## src/rtl/uart_rx_simplified.sv

```systemverilog
// ============================================================================
// uart_rx_simplified
// ----------------------------------------------------------------------------
// Receive side of the simplified UART link. Deserialises frames produced by the
// paired simplified transmitter and hands each byte to the consumer logic with
// a one-cycle valid strobe. A frame whose stop bit is wrong is reported with a
// one-cycle framing-error strobe. A start bit that does not survive until its
// mid-bit confirmation point is treated as a glitch and silently dropped.
//
// Line format (matches the transmitter):
//   idle = 0, start bit = 1, DATA_BITS data bits LSB first, stop bit = 0,
//   every bit lasts CLKS_PER_BIT clock cycles.
//
// Parameters:
//   CLKS_PER_BIT  clock cycles per serial bit (>= 1, default 1)
//   DATA_BITS     payload bits per frame (>= 2, default 8)
//
// Ports:
//   clk        in   1          single clock, rising edge
//   rst        in   1          synchronous, active-low reset
//   rx         in   1          serial line
//   data       out  DATA_BITS  last correctly received byte, held until the
//                              next good frame
//   valid      out  1          one-cycle pulse, data has just been updated
//   frame_err  out  1          one-cycle pulse, stop bit was wrong
//   busy       out  1          high whenever the receiver is not in IDLE
//
// Configuration macro:
//   UART_RX_SYNC_EN  when defined, rx passes through a two-flop synchronizer
//                    before the FSM, adding two cycles to every response.
//                    Leave it undefined only when rx comes from the same
//                    clock domain.
// ============================================================================
module uart_rx_simplified #(
    parameter int CLKS_PER_BIT = 1,
    parameter int DATA_BITS    = 8
) (
    input  logic                 clk,
    input  logic                 rst,
    input  logic                 rx,
    output logic [DATA_BITS-1:0] data,
    output logic                 valid,
    output logic                 frame_err,
    output logic                 busy
);

    // Offset from the detected start edge to the middle of each bit.
    localparam int HALF  = (CLKS_PER_BIT - 1) / 2;
    localparam int CNT_W = $clog2(CLKS_PER_BIT) + 1;
    localparam int IDX_W = $clog2(DATA_BITS) + 1;

    // Terminal counts for the bit-period counter and the bit index. The
    // start-confirmation terminal count is only meaningful when HALF > 0;
    // with HALF = 0 the confirmation happens in IDLE itself.
    localparam logic [CNT_W-1:0] BIT_LAST  = CNT_W'(CLKS_PER_BIT - 1);
    localparam logic [CNT_W-1:0] HALF_LAST = CNT_W'((HALF > 0) ? (HALF - 1) : 0);
    localparam logic [IDX_W-1:0] IDX_LAST  = IDX_W'(DATA_BITS - 1);
    localparam logic [CNT_W-1:0] CNT_ONE   = CNT_W'(1);
    localparam logic [IDX_W-1:0] IDX_ONE   = IDX_W'(1);

    typedef enum logic [2:0] {
        IDLE,
        START,
        DATA,
        STOP,
        WAIT_LOW
    } state_t;

    state_t                 state;
    logic   [CNT_W-1:0]     bit_cnt;
    logic   [IDX_W-1:0]     bit_idx;
    logic   [DATA_BITS-1:0] shift_reg;
    logic                   rx_s;

`ifdef UART_RX_SYNC_EN
    logic sync_q1;
    logic sync_q2;

    // Two-flop synchronizer for an asynchronous serial line. Both flops
    // clear on reset so a reset never leaves a stale 1 that could be taken
    // for a start bit.
    always_ff @(posedge clk) begin
        if (!rst) begin
            sync_q1 <= 1'b0;
            sync_q2 <= 1'b0;
        end else begin
            sync_q1 <= rx;
            sync_q2 <= sync_q1;
        end
    end

    assign rx_s = sync_q2;
`else
    // Same-domain line: sample it directly, no added latency.
    assign rx_s = rx;
`endif

    // Receiver FSM. All outputs are registered here so valid/frame_err
    // appear in the cycle after the stop-bit sample and data changes in
    // exactly the same cycle as valid.
    //
    // The bit-period counter restarts on every state entry and after every
    // data-bit sample, so the n-th data bit is always sampled CLKS_PER_BIT
    // cycles after the previous one, starting from the start-bit midpoint.
    //
    // Data bits are shifted in from the top; after DATA_BITS shifts the
    // first (least significant) bit has arrived at bit 0.
    //
    // After a framing error the line may still be sitting at 1. WAIT_LOW
    // holds the FSM until the line has gone back to idle, so that level is
    // not mistaken for the start bit of a new frame.
    always_ff @(posedge clk) begin
        if (!rst) begin
            state     <= IDLE;
            bit_cnt   <= '0;
            bit_idx   <= '0;
            shift_reg <= '0;
            data      <= '0;
            valid     <= 1'b0;
            frame_err <= 1'b0;
            busy      <= 1'b0;
        end else begin
            valid     <= 1'b0;
            frame_err <= 1'b0;

            case (state)
                IDLE: begin
                    if (rx_s) begin
                        bit_cnt <= '0;
                        bit_idx <= '0;
                        busy    <= 1'b1;
                        if (HALF == 0) begin
                            state <= DATA;
                        end else begin
                            state <= START;
                        end
                    end
                end

                START: begin
                    if (bit_cnt == HALF_LAST) begin
                        bit_cnt <= '0;
                        if (rx_s) begin
                            state <= DATA;
                        end else begin
                            state <= IDLE;
                            busy  <= 1'b0;
                        end
                    end else begin
                        bit_cnt <= bit_cnt + CNT_ONE;
                    end
                end

                DATA: begin
                    if (bit_cnt == BIT_LAST) begin
                        bit_cnt   <= '0;
                        shift_reg <= {rx_s, shift_reg[DATA_BITS-1:1]};
                        if (bit_idx == IDX_LAST) begin
                            bit_idx <= '0;
                            state   <= STOP;
                        end else begin
                            bit_idx <= bit_idx + IDX_ONE;
                        end
                    end else begin
                        bit_cnt <= bit_cnt + CNT_ONE;
                    end
                end

                STOP: begin
                    if (bit_cnt == BIT_LAST) begin
                        bit_cnt <= '0;
                        if (!rx_s) begin
                            data  <= shift_reg;
                            valid <= 1'b1;
                            state <= IDLE;
                            busy  <= 1'b0;
                        end else begin
                            frame_err <= 1'b1;
                            state     <= WAIT_LOW;
                        end
                    end else begin
                        bit_cnt <= bit_cnt + CNT_ONE;
                    end
                end

                WAIT_LOW: begin
                    if (!rx_s) begin
                        bit_cnt <= '0;
                        state   <= IDLE;
                        busy    <= 1'b0;
                    end
                end

                default: begin
                    bit_cnt <= '0;
                    bit_idx <= '0;
                    state   <= IDLE;
                    busy    <= 1'b0;
                end
            endcase
        end
    end

endmodule

```

## config.mk

```make
export PLATFORM = sky130hd
export DESIGN_NAME = uart_rx_simplified
export DESIGN_NICKNAME = d
export VERILOG_FILES = /design/src/rtl/uart_rx_simplified.sv
export SDC_FILE = /design/constraint.sdc
export NUM_CORES = 1
export LEC_CHECK = 0
export CAP_MARGIN = 20
export CELL_PAD_IN_SITES_DETAIL_PLACEMENT = 2
export CELL_PAD_IN_SITES_GLOBAL_PLACEMENT = 2
export CORE_MARGIN = 1
export CORE_UTILIZATION = 31
export CTS_CLUSTER_DIAMETER = 150
export DETAILED_ROUTE_END_ITERATION = 6
export PLACE_DENSITY = 0.77
export SYNTH_ARGS = -nofsm -noshare
export SYNTH_HDL_FRONTEND = slang
export SYNTH_SLANG_ARGS = --single-unit
```

## constraint.sdc

```tcl
create_clock -name clk -period 1.7 [get_ports clk]
set_clock_uncertainty 0.05 [all_clocks]
set_input_delay 0.34 -clock clk [delete_from_list [all_inputs] [get_ports clk]]
set_output_delay 0.34 -clock clk [all_outputs]
set_load 0.01 [all_outputs]
```

==> results of run 1 <==
-- logic make-up after synthesis --
family / after synthesis / share of synthesized area [%]
AO/OA/AOI/OAI: 26 / 18.3
adder cells (fa/ha/maj): 2 / 2.18
buffers and inverters: 7 / 3.51
flip-flops: 26 / 50.4
AND/OR/NAND/NOR: 59 / 25.7
-- worst max path at each step --
| stage | start | to | slack [ns] |
|---|---|---|---|
| after CTS | data[0]$_SDFFE_PN0P_ | data[0] | 0.06 |
| after global routing | busy$_SDFFE_PN0P_ | busy | 0.02 |
| after global placement | rx | data[6]$_SDFFE_PN0P_ | 0.01 |
| final | data[0]$_SDFFE_PN0P_ | data[0] | 0.09 |
| after floorplan | state[2]$_SDFFE_PN0P_ | bit_idx[0]$_SDFFE_PN0P_ | 0.37 |
| after detailed placement | rx | data[0]$_SDFFE_PN0P_ | -0.02 |
-- cell usage after synthesis --
master	n
or3b_1	1
or3_1	2
buf_2	2
maj3_1	1
a22oi_1	1
o22ai_1	1
nand2b_1	1
ha_1	1
a21o_1	1
a21oi_1	4
nand4b_1	1
o2111a_1	1
a22o_1	1
buf_6	1
nor3b_1	2
and2_1	1
dfxtp_1	26
inv_1	1
nor3_2	1
nor3_1	2
clkbuf_1	3
nand3_1	2
nor2_1	6
a21boi_1	17
nand2_1	38
nor2b_1	2
-- power groups by stage --
stage / clock (mW) / combinational (mW) / sequential (mW)
after global routing: 0.296 / 0.0857 / 0.627
after CTS: 0.273 / 0.0784 / 0.625
after floorplan: 0 / 0.0439 / 0.638
after global placement: 0 / 0.0761 / 0.638
after detailed placement: 0 / 0.0781 / 0.639
final: 0.254 / 0.0767 / 0.625
-- through the flow --
stage | hold slack [ns] | total power, mW | setup TNS, ns
2_1_floorplan | 0.381 | 0.682 | 0
3_3_place_gp | 0.391 | 0.714 | 0
3_5_place_dp | 0.404 | 0.717 | -0.0455
4_1_cts | 0.423 | 0.977 | 0
5_1_grt | 0.439 | 1.01 | 0
6_report | 0.418 | 0.956 | 0
-- layer usage --
metal / wire length, um / vias up
met5: 0 / -
met4: 42 / 0
met3: 43 / 4
met2: 1230 / 11
met1: 1070 / 420
li1: - / 434
-- cell type report --
| type | count | area (um^2) | share of cell area (%) |
|---|---|---|---|
| inverters | 1 | 3.75 | 0.298 |
| clock buffers | 3 | 22.5 | 1.79 |
| flip-flops and latches | 26 | 520 | 41.3 |
| multi-input cells | 87 | 477 | 37.8 |
| repair buffers | 20 | 183 | 14.5 |
| well taps | 44 | 55.1 | 4.37 |
==> metrics.csv, run 1 <==
metric,value,unit
CP Class,flop to output pin,
CTS max path bufs,2,
DIE AREA,0.00357,mm^2
post-CTS setup buffers,0,
slowest cell on the critical path,clkdlybuf4s50_1,
Wirelength per Cell,13.2,um
Critical Path RT,1.31,ns
met3 Usage GRT,2.81,%
CTS tree,done,
sequential fraction of the synthesis area,50.4,%
chip width,59.7,um
cts hold-fix bufs,0,
core area,0.00310,mm^2
dpl ws,-0.0160,ns
drt drc,0,
final hold vios,0,
Yosys top cell area share,50.4,%
FF-to-FF Start,state[0]$_SDFFE_PN0P_,
Placement Cell Area,0.00124,mm^2
clock buffers created by TritonCTS,3,
crit end category,output pin,
clock-pin slew on the worst setup and hold paths,0.14,ns
Sequential Power Share,65.4,%
Post-Synthesis Cell Area,0.00103,mm^2
FILL cells,379,
final worst slack,0.0867,ns
vias per inst,4.80,
routability cong.,0.740,
reg2reg setup slack,0.26,ns
Psw,0.216,mW
"commonest non-fill, non-tap cell in the layout",nand2_1,
fin area,0.00126,mm^2
"Largest stage delay, worst path",0.54,ns
Syn Inst Count,120,
Worst IR Drop VDD,0.336,mV
Layout area overhead,22.0,%
Switching Fraction,22.6,%
total number of vias,869,
grt ovf,0,
crit-path max FO,2,
final core utilization,40.6,%
Hold Startpoint,data[5]$_SDFFE_PN0P_,
cts repair resizes,0,
cell type with the largest total area after synthesis,dfxtp_1,
Pint,0.739,mW
Nets,143,
worst r2r dst,data[0]$_SDFFE_PN0P_,
part of the power in combinational logic,8.0,%
global-route wire length before repair,4180,um
clock period minus worst slack,1.61,ns
1st-pass router iterations,3,
gr busiest metal,met2,
maxcap violations,0,
CTS Sinks,26,
met2 usage,28.1,%
ANT cells,0,
dpl cells,178,
share of cells above drive strength 1,8.03,%
Top delay family on crit path,buffers and inverters,
post-route ant nets,0,
"Critical Path, Cell by Cell",clkdlybuf4s50_1,
critical path data arrival time,1.22,ns
RSZ-0062 raised after global routing,false,
vias in the first global route,904,
WP depth,1,
post-synthesis average cell area,8.61,um^2
Hold Path Depth,2,
Synth Register Bits,26,
antenna violations before repair,0,
worst hold path class,flop to flop,
post-DP HPWL,1720,um
GRT Total Usage,16.0,%
status,"finished, final reports clean",
most frequent cells in the layout,"nand2_1 (38), dfxtp_1 (26), a21boi_1 (17)",
largest net degree at the start of global routing,18,
Tcrit/Tclk final,94.9,%
pwr/cell area,758,mW/mm^2
CTS Root Cell,clkbuf_4,
fin cells,181,
H-tree depth,1,
static leakage,0.447,nW
Final Setup Violations,0,
post-synth cell types,26,
GR Util met1,18.4,%
clk_lat worst skew,0.31,ns
worst slew pin tran,0.326,ns
Rows,20,
clock power share,26.6,%
max_slew headroom,78.2,%
Final Routed Wirelength,2380,um
Worst setup SP type,flop,
Initial Util,33.3,%
Iter 0 DRT Violations,16,
die span in y,59.7,um
I/O Buffers,13,
"Slew Viols, Final",0,
Ports,14,
achievable frequency,620,MHz
Hold Crit Endpoint,data[5]$_SDFFE_PN0P_,
r2r worst-path depth,4,
Synth Net Count,124,
Bufs and invs on worst path,1,
synthesis warning total,0,
most area-consuming cells after synthesis,"dfxtp_1 (50%), nand2_1 (14%), a21boi_1 (12%)",
(Power assumes the default switching activity.)
==> run 2: changes to the inputs <==
--- a/config.mk
+++ b/config.mk
@@ -13,6 +13,7 @@
 export CTS_CLUSTER_DIAMETER = 150
 export DETAILED_ROUTE_END_ITERATION = 6
 export PLACE_DENSITY = 0.77
+export RECOVER_POWER = 25
 export SYNTH_ARGS = -nofsm -noshare
 export SYNTH_HDL_FRONTEND = slang
 export SYNTH_SLANG_ARGS = --single-unit
==> run 2 against run 1 <==
Compared with the run above: power shrank 0.31%; design area is 0.79% lower; clock power hardly changed; die area unchanged; hold slack barely moved; sequential power barely moved; via count unchanged.
==> metrics.csv, run 2 (synthesis gave the netlist of run 1 again) <==
metric,value,unit,change
Initial Util,33.3,%,unchanged
crit end category,output pin,,
GRT Total Usage,16.0,%,unchanged
Tcrit/Tclk final,95.1,%,+0.22 points
Final Setup Violations,0,,unchanged
Final Routed Wirelength,2380,um,about the same
Nets,143,,unchanged
Layout area overhead,21.1,%,
achievable frequency,618,MHz,-0.23%
Rows,20,,unchanged
"Largest stage delay, worst path",0.54,ns,about the same
vias per inst,4.80,,unchanged
worst slew pin tran,0.450,ns,+0.124 ns
"Critical Path, Cell by Cell",clkdlybuf4s50_1,,
"Slew Viols, Final",0,,unchanged
dpl ws,-0.0160,ns,unchanged
Bufs and invs on worst path,1,,unchanged
CTS max path bufs,2,,unchanged
antenna violations before repair,0,,unchanged
post-DP HPWL,1720,um,unchanged
reg2reg setup slack,0.16,ns,-0.10 ns
cts hold-fix bufs,0,,unchanged
maxcap violations,0,,unchanged
grt ovf,0,,unchanged
worst hold path class,flop to flop,,
post-route ant nets,0,,unchanged
clock-pin slew on the worst setup and hold paths,0.14,ns,about the same
CTS Sinks,26,,unchanged
I/O Buffers,13,,unchanged
DIE AREA,0.00357,mm^2,unchanged
vias in the first global route,904,,unchanged
CTS Root Cell,clkbuf_4,,
ANT cells,0,,unchanged
global-route wire length before repair,4180,um,unchanged
fin area,0.00125,mm^2,-0.79%
CTS tree,done,,
static leakage,0.438,nW,-2.1%
die span in y,59.7,um,unchanged
max_slew headroom,70.0,%,-8.2 points
RSZ-0062 raised after global routing,false,,
post-CTS setup buffers,0,,unchanged
"commonest non-fill, non-tap cell in the layout",nand2_1,,
CP Class,flop to output pin,,
core area,0.00310,mm^2,unchanged
cts repair resizes,0,,unchanged
Top delay family on crit path,buffers and inverters,,
total number of vias,869,,unchanged
final worst slack,0.0830,ns,-0.00368 ns
Worst setup SP type,flop,,
Worst IR Drop VDD,0.336,mV,about the same
critical path data arrival time,1.23,ns,about the same
drt drc,0,,unchanged
clock period minus worst slack,1.62,ns,+0.00368 ns
chip width,59.7,um,unchanged
Critical Path RT,1.31,ns,about the same
most frequent cells in the layout,"nand2_1 (38), dfxtp_1 (26), a21boi_1 (14)",,
clk_lat worst skew,0.31,ns,about the same
clock buffers created by TritonCTS,3,,unchanged
final core utilization,40.3,%,-0.32 points
routability cong.,0.740,,unchanged
1st-pass router iterations,3,,unchanged
final hold vios,0,,unchanged
Ports,14,,unchanged
Placement Cell Area,0.00124,mm^2,unchanged
crit-path max FO,2,,unchanged
Iter 0 DRT Violations,13,,-3
H-tree depth,1,,unchanged
share of cells above drive strength 1,6.57,%,-1.5 points
slowest cell on the critical path,clkdlybuf4s50_1,,
status,"finished, final reports clean",,
largest net degree at the start of global routing,18,,unchanged
pwr/cell area,761,mW/mm^2,+0.49%
Wirelength per Cell,13.2,um,about the same
==> run 2: cell count changes in the layout (fill, tap and decap cells not counted) <==
cell,previous run,this run
dlygate4sd3_1,0,1
clkdlybuf4s50_1,13,12
clkbuf_1,0,2
buf_4,7,4
a21boi_1,17,14
a21boi_0,0,3
clkbuf_2,0,1
==> run 2: tightest hold or removal path, delay by kind of cell (launching register included) <==
kind / cells / cell delay, ns
AO/OA/AOI/OAI: 1 / 0.05
AND/OR/NAND/NOR: 1 / 0.05
flip-flops: 1 / 0.33
==> run 2: where the power goes <==
| part | leakage (nW) | internal (mW) | switching [mW] |
|---|---|---|---|
| logic | 0.214 | 0.0358 | 0.0375 |
| registers | 0.210 | 0.618 | 0.00722 |
| clock network | 0.0138 | 0.0827 | 0.171 |
==> run 2: path summary, 6_finish.rpt <==
kind,start,endpoint,depth (start not counted)
max reg2reg,state[2]$_SDFFE_PN0P_,shift_reg[3]$_SDFFE_PN0P_,4
min reg2reg,data[5]$_SDFFE_PN0P_,data[5]$_SDFFE_PN0P_,2
min,data[5]$_SDFFE_PN0P_,data[5]$_SDFFE_PN0P_,2
max,data[0]$_SDFFE_PN0P_,data[0],1
==> run 2: layout make-up <==
cell class,instances,area [um^2]
inverter,1,3.75
multi-input combinational,87,477
fill,384,1850
sequential,26,520
clock buffer,3,22.5
tap,44,55.1
timing repair buffer,20,173
==> run 2: stage by stage <==
stage / setup TNS (ns) / std cells / hold WS [ns] / power [mW]
finish: 0 / 181 / 0.418 / 0.953
global route: 0 / 181 / 0.439 / 1.01
CTS: 0 / 181 / 0.423 / 0.977
detailed placement: -0.0455 / 178 / 0.404 / 0.717
global placement: 0 / 178 / 0.391 / 0.714
floorplan: 0 / 120 / 0.381 / 0.682
==> run 2: layer usage <==
layer  GRT usage, %  wire, um  vias to the layer above
li1               -         -                      433
met1           18.4      1070                      421
met2           28.1      1230                       11
met3           2.81        43                        4
met4           8.31        42                        0
met5              0         0                        -
==> run 3: changes to the inputs <==
--- a/config.mk
+++ b/config.mk
@@ -5,10 +5,11 @@
 export SDC_FILE = /design/constraint.sdc
 export NUM_CORES = 1
 export LEC_CHECK = 0
+export ABC_CLOCK_PERIOD_IN_PS = 1700
 export CAP_MARGIN = 20
 export CELL_PAD_IN_SITES_DETAIL_PLACEMENT = 2
 export CELL_PAD_IN_SITES_GLOBAL_PLACEMENT = 2
-export CORE_MARGIN = 1
+export CORE_MARGIN = 8
 export CORE_UTILIZATION = 31
 export CTS_CLUSTER_DIAMETER = 150
 export DETAILED_ROUTE_END_ITERATION = 6
==> run 3 against run 2 <==
Compared with the run above: flip-flop and latch count stayed put; routed wire length increased by 7.4%; maximum frequency decreased by 1.1%; sequential power about the same; clock power grew 3%; register-to-register slack gained 0.06 ns; critical path depth stayed put; power is 0.77% higher.
==> metrics.csv, run 3 (synthesis gave the netlist of run 1 again) <==
metric,value,unit,change
"Slew Viols, Final",0,,unchanged
largest net degree at the start of global routing,27,,+9
Initial Util,31.7,%,-1.6 points
vias in the first global route,923,,+2.1%
Bufs and invs on worst path,1,,unchanged
Final Routed Wirelength,2560,um,+7.4%
Iter 0 DRT Violations,23,,+10
"Largest stage delay, worst path",0.55,ns,about the same
total number of vias,877,,+0.92%
static leakage,0.442,nW,+0.94%
post-DP HPWL,1850,um,+7.5%
most frequent cells in the layout,"nand2_1 (38), dfxtp_1 (26), a21boi_1 (13)",,
Top delay family on crit path,buffers and inverters,,
pwr/cell area,763,mW/mm^2,+0.27%
H-tree depth,1,,unchanged
vias per inst,4.79,,-0.18%
Hold Startpoint,data[2]$_SDFFE_PN0P_,,
CTS Root Cell,clkbuf_4,,
multi-input gate area in the final layout,477,um^2,unchanged
final worst slack,0.0655,ns,-0.0174 ns
RSZ-0062 raised after global routing,false,,
global-route wire length before repair,4350,um,+4.0%
Critical Path RT,1.31,ns,about the same
cts hold-fix bufs,0,,unchanged
Wirelength per Cell,14.0,um,+6.2%
clock-pin slew on the worst setup and hold paths,0.13,ns,about the same
clk_lat worst skew,0.32,ns,about the same
critical path data arrival time,1.24,ns,about the same
Worst setup SP type,flop,,
crit end category,output pin,,
post-route ant nets,0,,unchanged
Ports,14,,unchanged
clock period minus worst slack,1.63,ns,+0.0174 ns
Nets,143,,unchanged
FILL cells,396,,+3.1%
worst slew pin tran,0.480,ns,+0.0299 ns
die span in y,73.7,um,+23%
Final Setup Violations,0,,unchanged
cts repair resizes,0,,unchanged
Layout area overhead,21.7,%,
DIE AREA,0.00544,mm^2,+52%
CTS Sinks,26,,unchanged
slowest cell on the critical path,clkdlybuf4s50_1,,
maxcap violations,0,,unchanged
CTS max path bufs,2,,unchanged
crit-path max FO,3,,+1
hold slack,0.417,ns,-0.000658 ns
"commonest non-fill, non-tap cell in the layout",nand2_1,,
final hold vios,0,,unchanged
max_slew headroom,68.0,%,-2.0 points
FF-to-FF Start,state[0]$_SDFFE_PN0P_,,
"Critical Path, Cell by Cell",clkdlybuf4s50_1,,
clock buffers created by TritonCTS,3,,unchanged
I/O Buffers,13,,unchanged
post-CTS setup buffers,0,,unchanged
grt ovf,0,,unchanged
CP Class,flop to output pin,,
dpl ws,-0.0639,ns,-0.0478 ns
dpl cells,180,,+1.1%
Register Area,520,um^2,unchanged
antenna violations before repair,0,,unchanged
drt drc,0,,unchanged
achievable frequency,612,MHz,-1.1%
GRT Total Usage,10.3,%,-5.7 points
CTS tree,done,,
ANT cells,0,,unchanged
status,"finished, final reports clean",,
core area,0.00326,mm^2,+5.0%
Tcrit/Tclk final,96.1,%,+1.0 points
share of cells above drive strength 1,7.30,%,+0.73 points
worst hold path class,flop to flop,,
Worst IR Drop VDD,0.317,mV,-5.6%
1st-pass router iterations,2,,-1
Rows,21,,+5.0%
fin cells,183,,+1.1%
routability cong.,0.720,,-2.7%
final total negative setup slack,0,ns,unchanged
Critical Path Start,busy$_SDFFE_PN0P_,,
chip width,73.7,um,+23%
-- run 3: cell count changes in the layout (fill, tap and decap cells not counted), sizes merged --
cell / previous run / this run
buf: 4 / 5
clkbuf: 6 / 5
clkdlybuf4s50: 12 / 11
dlygate4sd3: 1 / 2
-- run 3: cell type report --
class | count | share of cell area [%]
inverter | 1 | 0.299
sequential | 26 | 41.4
multi-input combinational | 87 | 37.9
tap | 46 | 4.58
timing repair buffer | 20 | 14.0
clock buffer | 3 | 1.79
-- run 3: metal layers --
metal	GRT usage (%)	share of wire [%]	routed length, um	vias to the layer above
li1	-	-	-	435
met1	11.9	45	1150	429
met2	17.5	51	1300	9
met3	2.32	3.0	77	4
met4	4.66	1.4	35	0
met5	0	0	0	-
-- run 3: worst paths after layout --
check                                  to  cells past startpoint  slack (ns)
setup / recovery                     busy                      1        0.07
hold / removal       data[2]$_SDFFE_PN0P_                      2        0.42
setup reg to reg  bit_idx[2]$_SDFFE_PN0P_                      5        0.22
hold reg to reg      data[2]$_SDFFE_PN0P_                      2        0.42
-- run 3: where the power goes --
part	leakage, nW	switching [mW]	internal, mW
Combinational	0.218	0.0393	0.0342
Sequential	0.210	0.00770	0.618
Clock	0.0138	0.178	0.0830
Total	0.442	0.225	0.735
-- run 3: stage by stage --
step / util, % / area, um^2 / power (mW)
finish: 38.6 / 1260 / 0.960
detailed placement: 38.5 / 1250 / 0.720
global placement: 38.5 / 1250 / 0.717
CTS: 39.2 / 1280 / 0.982
global route: 38.6 / 1260 / 1.01
floorplan: - / 1030 / 0.682
==> RTL change (config.mk and constraints of run 1) <==
`DATA_BITS`: 8 -> 16. Comments in the files are not updated.
--- a/src/rtl/uart_rx_simplified.sv
+++ b/src/rtl/uart_rx_simplified.sv
@@ -35,3 +35,3 @@
     parameter int CLKS_PER_BIT = 1,
-    parameter int DATA_BITS    = 8
+    parameter int DATA_BITS    = 16
 ) (
Ports: changed (resized data); port bits go from 14 to 22. No check against the original RTL was run, so the function may have changed too.
==> RTL change against run 1 <==
Non-clock buffer count grew 13; die area grew 58%; synthesized cell count grew 67%; total power grew 99%; maximum frequency grew 0.97%; utilization grew 0.070 points; worst setup slack gained 15 ps; design area grew 65%; sequential cell count grew 17; synthesized area grew 60%; first-iteration DRC count grew to 5.8 times the old value; wire length grew 90%; register-to-register slack lost 20 ps; highest routed layer unchanged.
==> RTL change: results (changes against run 1) <==
Placement
  • Final GP Congestion: 0.8554 (was 0.7396)
  • Dpl ws: -180.5 ps (was -16.03 ps)
  • Half-perimeter wire length after placement: 3276 um (was 1722 um)
  • Total cell area at the placement stage: 1977 um^2 (was 1239 um^2)
  • Inst Count DP: 290 (was 178)
  • Port bufs: 21 (was 13)

Logic synthesis
  • Cells taking the most area after synthesis: dfxtp_1 52%, nand2_1 16%, a21oi_1 12% (was dfxtp_1 50%, nand2_1 14%, a21boi_1 12%)
  • Post-synthesis net count: 204 (was 124)
  • Count of state elements after synthesis: 43 (was 26)
  • Mean cell area of the mapped netlist: 8.258 um^2 (was 8.612 um^2)

Worst hold path
  • Worst Hold End: data[14] (was data[5])
  • Hold path start: data[14] (was data[5])

Global route
  • All-Layer GR Usage: 18.38% (was 16.01%)
  • Maximum number of pins on one net before global-route repair: 21 (was 18)

Critical path
  • Biggest fanout along the worst timing path: 3 (was 2)
  • Startpoint of the lowest-slack register-to-register path: state[1] (was state[0])
  • Endpoint of the worst-slack reg-to-reg timing path: shift_reg[12] (was data[0])

Routing
  • Initial DRC Count: 92 (was 16)
  • Average routed wire per standard cell: 15.29 um (was 13.17 um)
  • Post-Route WL: 4540 um (was 2384 um)

Power
  • Highest ir drop seen on vdd: 0.0003401 V (was 0.0003356 V)
  • Total power density per cell area: 914.0 nW/um^2 (was 757.6 nW/um^2)
  • Internal power component: 0.001486 W (was 0.0007394 W)
  • Comb power frac: 5.4% (was 8.0%)

Clocking
  • Total clock buffers created by CTS: 5 (was 3)
  • Number of H-tree levels: 2 (was 1)

Finish
  • Register cell area after layout: 860.8 um^2 (was 520.5 um^2)
  • Fraction of final layout cells sized beyond drive strength 1: 9.692% (was 8.029%)
  • Proportion of cell area spent on the clock network: 4.934% (was 1.786%)
  • Multi-input comb cells: 141 (was 87)
  • Layout clock buffer count: 6 (was 3)
  • Count of nets after finishing: 231 (was 143)
  • Non-clock buffering overhead in the final layout: 15.04% (was 14.48%)
  • Sequential share of cell area: 41.40% (was 41.27%)
  • Layout fillers: 591 (was 379)
  • Non-clk invs: 3 (was 1)
  • Bufs w/o clock: 33 (was 20)

Outcome
  • Result of the run: finished, final reports clean (unchanged)

Timing
  • Max transition margin: 73.33% (was 78.22%)
[RTL change: logic make-up after synthesis]
kind of cell / synth area share, %
and+or+nand+nor: 25.23
AOI/OAI and AO/OA: 15.76
DFF: 52.12
adders and majority gates: 0.7575
buffers and inverters: 5.606
xor gates and xnor gates: 0.5304
[RTL change: worst max path at each step]
stage | from | to | slack (ps) | depth (start not counted)
floorplan | state[2] | bit_idx[2] | 300 | 5
global placement | rx | data[2] | -40 | 5
detailed placement | rx | data[7] | -180 | 5
CTS | busy | busy | 70 | 1
global route | busy | busy | 60 | 1
finish | busy | busy | 100 | 1
[RTL change: metal layers]
layer / GRT usage [%] / share of wire (%) / up-vias
met2: 33.13 / 52 / 19
met4: 5.660 / 1.1 / 0
met5: 0 / 0 / -
met3: 4.418 / 2.5 / 5
li1: - / - / 711
met1: 21.49 / 45 / 716
